===== config.mk =====
export PLATFORM = sky130hd
export DESIGN_NAME = sdram_port_arbiter
export DESIGN_NICKNAME = d
export VERILOG_FILES = /design/src/rtl/sdram_port_arbiter.sv
export SDC_FILE = /design/constraint.sdc
export NUM_CORES = 1
export LEC_CHECK = 0
export CORE_AREA = 3 3 149 151
export CTS_CLUSTER_SIZE = 12
export DETAILED_ROUTE_END_ITERATION = 16
export DIE_AREA = 0 0 152 154
export HOLD_SLACK_MARGIN = 0.08
export PLACE_DENSITY = 0.7
export SYNTH_ARGS = -nofsm -noshare
export SYNTH_HDL_FRONTEND = slang
export SYNTH_SLANG_ARGS = --single-unit

===== constraint.sdc =====
create_clock -name CLK -period 6.5 [get_ports CLK]
set_input_delay 1.3 -clock CLK [delete_from_list [all_inputs] [get_ports CLK]]
set_output_delay 1.3 -clock CLK [all_outputs]
set_load 0.01 [all_outputs]

===== src/rtl/sdram_port_arbiter.sv =====
// Two-port arbiter/sequencer for the single-port word SDRAM model: port D (load/store) and port F (fetch).
// Optional grant/starvation statistics and memory-response checking are enabled with SDRAM_ARB_STATS_EN.
module sdram_port_arbiter #(
  parameter int unsigned STARVE_MAX = 8,
  parameter logic [31:0] ADDR_LIMIT = 32'h0004_0000
) (
  input  logic        CLK,
  input  logic        RST,
  input  logic        d_valid,
  output logic        d_ready,
  input  logic [31:0] d_addr,
  input  logic [31:0] d_wd,
  input  logic        d_we,
  input  logic [4:0]  d_rd,
  output logic        d_resp_valid,
  output logic [31:0] d_resp_data,
  output logic [4:0]  d_resp_rd,
  output logic        d_resp_we,
  output logic        d_resp_err,
  input  logic        f_valid,
  output logic        f_ready,
  input  logic [31:0] f_addr,
  output logic        f_resp_valid,
  output logic [31:0] f_resp_data,
  output logic        f_resp_err,
  output logic [31:0] mem_addr,
  output logic [31:0] mem_wd,
  output logic        mem_we,
  output logic [4:0]  mem_rd,
  output logic        mem_valid,
  input  logic [31:0] mem_loaded,
  input  logic        mem_valid_out,
  input  logic [4:0]  mem_rd_out,
  output logic [31:0] stat_d_grants,
  output logic [31:0] stat_f_grants,
  output logic [31:0] stat_f_starve
);

  localparam int WW = $clog2(STARVE_MAX + 1);

  typedef enum logic [1:0] {IDLE, ISSUE, RESP} state_t;

  state_t        state;
  logic [WW-1:0] f_wait;
  logic          iss_f;
  logic          iss_we;
  logic          iss_err;
  logic [4:0]    iss_rd;

  logic          window;
  logic          f_prio;
  logic          d_acc;
  logic          f_acc;
  logic          d_oor;
  logic          f_oor;
  logic [31:0]   cap_data;

  // Ready is gated by reset so every output reads 0 while reset is held.
  assign window   = (state != ISSUE) && !RST;
  assign f_prio   = (f_wait >= WW'(STARVE_MAX));
  assign d_ready  = window && d_valid && !(f_valid && f_prio);
  assign f_ready  = window && f_valid && (!d_valid || f_prio);
  assign d_acc    = d_valid && d_ready;
  assign f_acc    = f_valid && f_ready;
  assign d_oor    = (d_addr >= ADDR_LIMIT);
  assign f_oor    = (f_addr >= ADDR_LIMIT);
  assign cap_data = (iss_err || iss_we) ? 32'd0 : mem_loaded;

  always_ff @(posedge CLK or posedge RST) begin
    if (RST) begin
      state        <= IDLE;
      f_wait       <= '0;
      iss_f        <= 1'b0;
      iss_we       <= 1'b0;
      iss_err      <= 1'b0;
      iss_rd       <= 5'd0;
      mem_addr     <= 32'd0;
      mem_wd       <= 32'd0;
      mem_we       <= 1'b0;
      mem_rd       <= 5'd0;
      mem_valid    <= 1'b0;
      d_resp_valid <= 1'b0;
      d_resp_data  <= 32'd0;
      d_resp_rd    <= 5'd0;
      d_resp_we    <= 1'b0;
      d_resp_err   <= 1'b0;
      f_resp_valid <= 1'b0;
      f_resp_data  <= 32'd0;
      f_resp_err   <= 1'b0;
    end else begin
      if (!f_valid || f_acc) begin
        f_wait <= '0;
      end else if (f_wait != WW'(STARVE_MAX)) begin
        f_wait <= f_wait + WW'(1);
      end

      case (state)
        IDLE, RESP: begin
          d_resp_valid <= 1'b0;
          f_resp_valid <= 1'b0;
          if (d_acc) begin
            state     <= ISSUE;
            iss_f     <= 1'b0;
            iss_we    <= d_we;
            iss_rd    <= d_rd;
            iss_err   <= d_oor;
            mem_addr  <= d_addr;
            mem_wd    <= d_wd;
            mem_we    <= d_we && !d_oor;
            mem_rd    <= d_rd;
            mem_valid <= !d_oor;
          end else if (f_acc) begin
            state     <= ISSUE;
            iss_f     <= 1'b1;
            iss_we    <= 1'b0;
            iss_rd    <= 5'd0;
            iss_err   <= f_oor;
            mem_addr  <= f_addr;
            mem_wd    <= 32'd0;
            mem_we    <= 1'b0;
            mem_rd    <= 5'd0;
            mem_valid <= !f_oor;
          end else begin
            state <= IDLE;
          end
        end

        ISSUE: begin
          state     <= RESP;
          mem_addr  <= 32'd0;
          mem_wd    <= 32'd0;
          mem_we    <= 1'b0;
          mem_rd    <= 5'd0;
          mem_valid <= 1'b0;
          if (iss_f) begin
            f_resp_valid <= 1'b1;
            f_resp_data  <= cap_data;
            f_resp_err   <= iss_err;
          end else begin
            d_resp_valid <= 1'b1;
            d_resp_data  <= cap_data;
            d_resp_rd    <= iss_rd;
            d_resp_we    <= iss_we;
            d_resp_err   <= iss_err;
          end
        end

        default: state <= IDLE;
      endcase
    end
  end

`ifdef SDRAM_ARB_STATS_EN
  logic starve_win;

  // An override win is an F grant that only happened because F had waited too long.
  assign starve_win = f_acc && d_valid && f_prio;

  always_ff @(posedge CLK or posedge RST) begin
    if (RST) begin
      stat_d_grants <= 32'd0;
      stat_f_grants <= 32'd0;
      stat_f_starve <= 32'd0;
    end else begin
      if (d_acc && stat_d_grants != 32'hFFFF_FFFF) stat_d_grants <= stat_d_grants + 32'd1;
      if (f_acc && stat_f_grants != 32'hFFFF_FFFF) stat_f_grants <= stat_f_grants + 32'd1;
      if (starve_win && stat_f_starve != 32'hFFFF_FFFF) stat_f_starve <= stat_f_starve + 32'd1;
    end
  end

  mem_resp_check: assert property (@(posedge CLK) disable iff (RST)
    (state == ISSUE && !iss_err) |-> (mem_valid_out && mem_rd_out == mem_rd));
`else
  logic unused_mem_resp;

  assign stat_d_grants   = 32'd0;
  assign stat_f_grants   = 32'd0;
  assign stat_f_starve   = 32'd0;
  assign unused_mem_resp = &{1'b0, mem_valid_out, mem_rd_out};
`endif

endmodule

# [Word-level counts from Yosys, hierarchy flattened]
# Index checks and enable logic that the tools add are counted.
# Widths: inputs -> output; s select.
[classes] n_lt_le_gt_ge=3 n_eq_ne=7 mux=30 n_reduce_logical=29 addsub=1 bitwise_logic=1
[ops] operator="$mux 32" count=5
[ops] operator="$pmux 32 s2" count=2
[ops] operator="$ge 32x19->1 const B" count=2
[ops] operator="$mux 1" count=13
[ops] operator="$reduce_and 2->1" count=6
[ops] operator="$mux 5" count=2
[ops] operator="$pmux 5 s2" count=1
[ops] operator="$logic_and 1x1->1" count=9
[ops] operator="$mux 4" count=2
[ops] operator="$pmux 1 s2" count=4
[ops] operator="$logic_not 1->1" count=6
[ops] operator="$reduce_bool 2->1" count=3
[ops] operator="$add 4x1->4 const B" count=1
[ops] operator="$ge 4x4->1 const B" count=1
[ops] operator="$ne 2x2->1 const B" count=2
[ops] operator="$ne 4x4->1 const B" count=1
[ops] operator="$pmux 2 s2" count=1
[ops] operator="$logic_or 1x1->1" count=3
[ops] operator="$ne 3x3->1 const B" count=1
[ops] operator="$eq 2x1->1 const B" count=1
[ops] operator="$eq 2x2->1 const B" count=1
[ops] operator="$logic_not 2->1" count=1
[ops] operator="$ne 2x1->1 const B" count=1
[ops] operator="$reduce_or 2->1" count=1
[ops] operator="$not 1->1" count=1
[totals] output_inout_bits=243 input_bits=144 ff_bits=159 word_cells=90

# [Depth between registers and ports, before layout]
[depth] ltp_word=8 mapped_depth=8 depth_no_buf=6

# [Least setup slack after synthesis]
# OpenSTA, ideal clock, no wires.
[synth_path] kind="input-to-output" start="input d_valid" end="output d_ready" path_stages=5 path_slack_ns=3.056 arrival_time_ns=2.144 t_required_ns=5.200 n_path_buf=2 path_cell_list="a21bo_1 or3_1 buf_6 clkinv_4 buf_6"
[synth_between] elab_chain_cells=2
[synth_lines] element="from (decl)" line="9" text="input logic d_valid,"
[synth_lines] element="$logic_and 1x1->1 (2 in series)" line="61" text="assign d_ready = window && d_valid && !(f_valid && f_prio);"
[synth_lines] element="to (decl)" line="10" text="output logic d_ready,"
# No other way between the ends.

# [Final worst setup path]
[layout_path] start="input RST" end="output d_ready"
[layout_between] elab_chain_cells=4
[layout_lines] element="from (decl)" line="8" text="input logic RST,"
[layout_lines] element="$logic_not 1->1 (no line)"
[layout_lines] element="$logic_and 1x1->1" line="59" text="assign window = (state != ISSUE) && !RST;"
[layout_lines] element="$logic_and 1x1->1 (2 in series)" line="61"
# No other way between the ends.

==> out/qor.yml <==
ir_drop_mv: 0.139
grt_usage: 0.164
synthArstFlopShare: 1.00
status: "completed"
synth_edf_count: 0
routedWlPerCell_um: 16.2
hold_viol_final: 0
layout_setup_ws_ns: 1.42
syn_inst: 668
power.density_nw_per_um2: 300
ys_ff_latch: 159
drc: 0
gp_congestion: 0.791
firstDrtPassIters: 4
dpl.hpwl_um: 14500
cts_tree: "built"
path_clk_slew_ns: 0.06
viasPerCell: 4.57
syn2layout_area_growth_pct: 46.9
hold_class: "flip-flop to flip-flop"
crit_arrival_ns: 3.78
drt_iter0_drc: 187
cts_buffers: 17
endpoint_kind: "output port"
post_route_cells_drive_above_1_share: 0.0601
utilization: 0.486
leakagePower_uw: 0.00447
cts_resized: 0
root_buffer: "clkbuf_16"
grt_pass1_wl_um: 30600
antenna_found_initial: 0
crit_path_start_kind: "input port"
avgSynthCellArea_um2: 10.4
die-area_um2: 23400
critPathMaxFanout: 28
layout.nets: 1082
rsz0062_at_grt: "no"
rows: 53
postCtsSetupRepairBufs: 0
yosysUniqueCellTypes: 39
cts.sinks: 159
dieHeight_um: 154
synth-warning-count: 0
vias: 5584
min_period_ns: 5.08
synth-main-ff-cell: "dfrtp_1"
die-width_um: 152
hold_buffers: 0
grt_max_degree: 76
synth_area_leaders: "dfrtp_1 57%, buf_4 10%, nand2_1 7.3%"
worstMarginPinSlew_ns: 1.09
overflow: 0
setup_viol: 0
layout_worst_path_cycle_share: 0.782
clock_skew_ns: 0.0102
initial_utilization: 0.331
clk_latency_ns: 0.41
slew_headroom: 0.275
routed_wl_um: 19900
grt_pass1_vias: 5468
netlist.area_leader.share: 0.574
report.final.slew_viol_count: 0
place_ws_ns: 1.39
coreArea_um2: 21000
h-tree-depth: 4
io_pins: 387
tns_ns: 0
cts_buffer_depth: 2
diodes: 0
critPathRequiredTime_ns: 5.20
seq_area_frac_synth: 0.574
yosys.area.top_type: "dfrtp_1"
ant_nets: 0
max_freq_mhz: 197
fill_cells: 1993
netlist_area_um2: 6940
drv_cap: 0
io_buffers: 284
critPathKind: "input port to output port"
[critical path: stages]
cell and delay, ns:
clkdlybuf4s50_1 0.68, or3_1 0.90, clkinv_4 0.31, clkdlybuf4s50_1 0.58
[synthesized netlist by cell type (6+ instances only)]
cell type    n
o2bb2ai_1    6
nor2_1       9
nor4_1       6
nand3_1      7
o22ai_1     22
a22o_1      49
o21ai_0     92
nand2_1    135
clkbuf_1    22
dfrtp_1    159
buf_4       96
buf_2       18
mux2_2       9
[registers in the layout (all words and copies together) (netlist names), 2 cells and up]
name,count
d_resp_data,32
f_resp_data,32
mem_addr,32
mem_wd,32
d_resp_rd,5
iss_rd,5
mem_rd,5
f_wait,4
state,2
[final cells by class]
cell class / count / area [um^2] / area share
Inverter: 6 / 32.5 / 0.00319
Tap cell: 275 / 344 / 0.0338
Sequential cell: 159 / 3980 / 0.390
Clock inverter: 13 / 103 / 0.0101
Timing Repair Buffer: 292 / 2900 / 0.285
Multi-Input combinational cell: 460 / 2390 / 0.235
Clock buffer: 18 / 439 / 0.0431
[worst paths after layout]
| kind | startpoint | end | slack, ns | cells past startpoint |
|---|---|---|---|---|
| min reg2reg | d_resp_data[27]$_DFFE_PP0P_ | d_resp_data[27]$_DFFE_PP0P_ | 0.48 | 2 |
| max in group asynchronous | RST | d_resp_data[31]$_DFFE_PP0P_ | 3.81 | 3 |
| max | RST | d_ready | 1.42 | 4 |
| max reg2reg | state[0]$_DFF_PP0_ | mem_valid$_DFFE_PP0P_ | 3.66 | 6 |
| min in group asynchronous | RST | mem_addr[9]$_DFFE_PP0P_ | 1.49 | 2 |
| min | d_resp_data[27]$_DFFE_PP0P_ | d_resp_data[27]$_DFFE_PP0P_ | 0.48 | 2 |
[through the flow]
stage                     total power, uW  hold slack, ns  instances  cell area [um^2]
after floorplan                      1660           0.469        763              7290
after global placement               2150           0.461       1192              9650
after detailed placement             2170           0.469       1192              9650
after CTS                            3110           0.484       1223             10200
after global routing                 3230           0.496       1223             10200
final                                3060           0.477       1223             10200
[cells in the final DEF, fill, tap and decap left out, types with 2 or more instances in the layout]
| cell | n |
|---|---|
| mux2_2 | 9 |
| conb_1 | 96 |
| clkdlybuf4s50_1 | 284 |
| o22ai_1 | 22 |
| o2bb2ai_1 | 6 |
| buf_4 | 8 |
| a31oi_1 | 4 |
| clkbuf_16 | 17 |
| nor4_1 | 6 |
| nand2_1 | 134 |
| ha_1 | 2 |
| inv_6 | 6 |
| inv_1 | 3 |
| nor2_1 | 8 |
| a22o_1 | 49 |
| dfrtp_1 | 159 |
| clkinv_2 | 2 |
| o21ai_0 | 92 |
| nor2_2 | 2 |
| a21oi_1 | 3 |
| nand3_1 | 7 |
| clkinvlp_4 | 5 |
[report_power, final]
| part | total [uW] | switching (uW) | internal, uW |
|---|---|---|---|
| Sequential | 1270 | 102 | 1170 |
| Combinational | 861 | 391 | 469 |
| Clock | 926 | 423 | 504 |
| Total | 3060 | 916 | 2150 |
[kinds of logic after synthesis]
| family | Yosys count | share of synthesized area |
|---|---|---|
| buffers and inverters | 144 | 0.136 |
| AOI/OAI and AO/OA | 183 | 0.170 |
| adders and majority gates | 2 | 0.00361 |
| DFF | 159 | 0.574 |
| other | 1 | 0.000541 |
| muxes | 9 | 0.0146 |
| and+or+nand+nor | 168 | 0.0987 |
| xor gates and xnor gates | 2 | 0.00253 |
[routing by layer]
metal  up-vias  GRT usage  part of all wire  wire length, um
met1      2661      0.210              0.43             8470
met4         0     0.0479             0.017              340
met2       266      0.261              0.47             9400
li1       2640          -                 -                -
met5         -          0                 0                0
met3        17     0.0602             0.084             1660
Power figures use the tool's default switching activity.
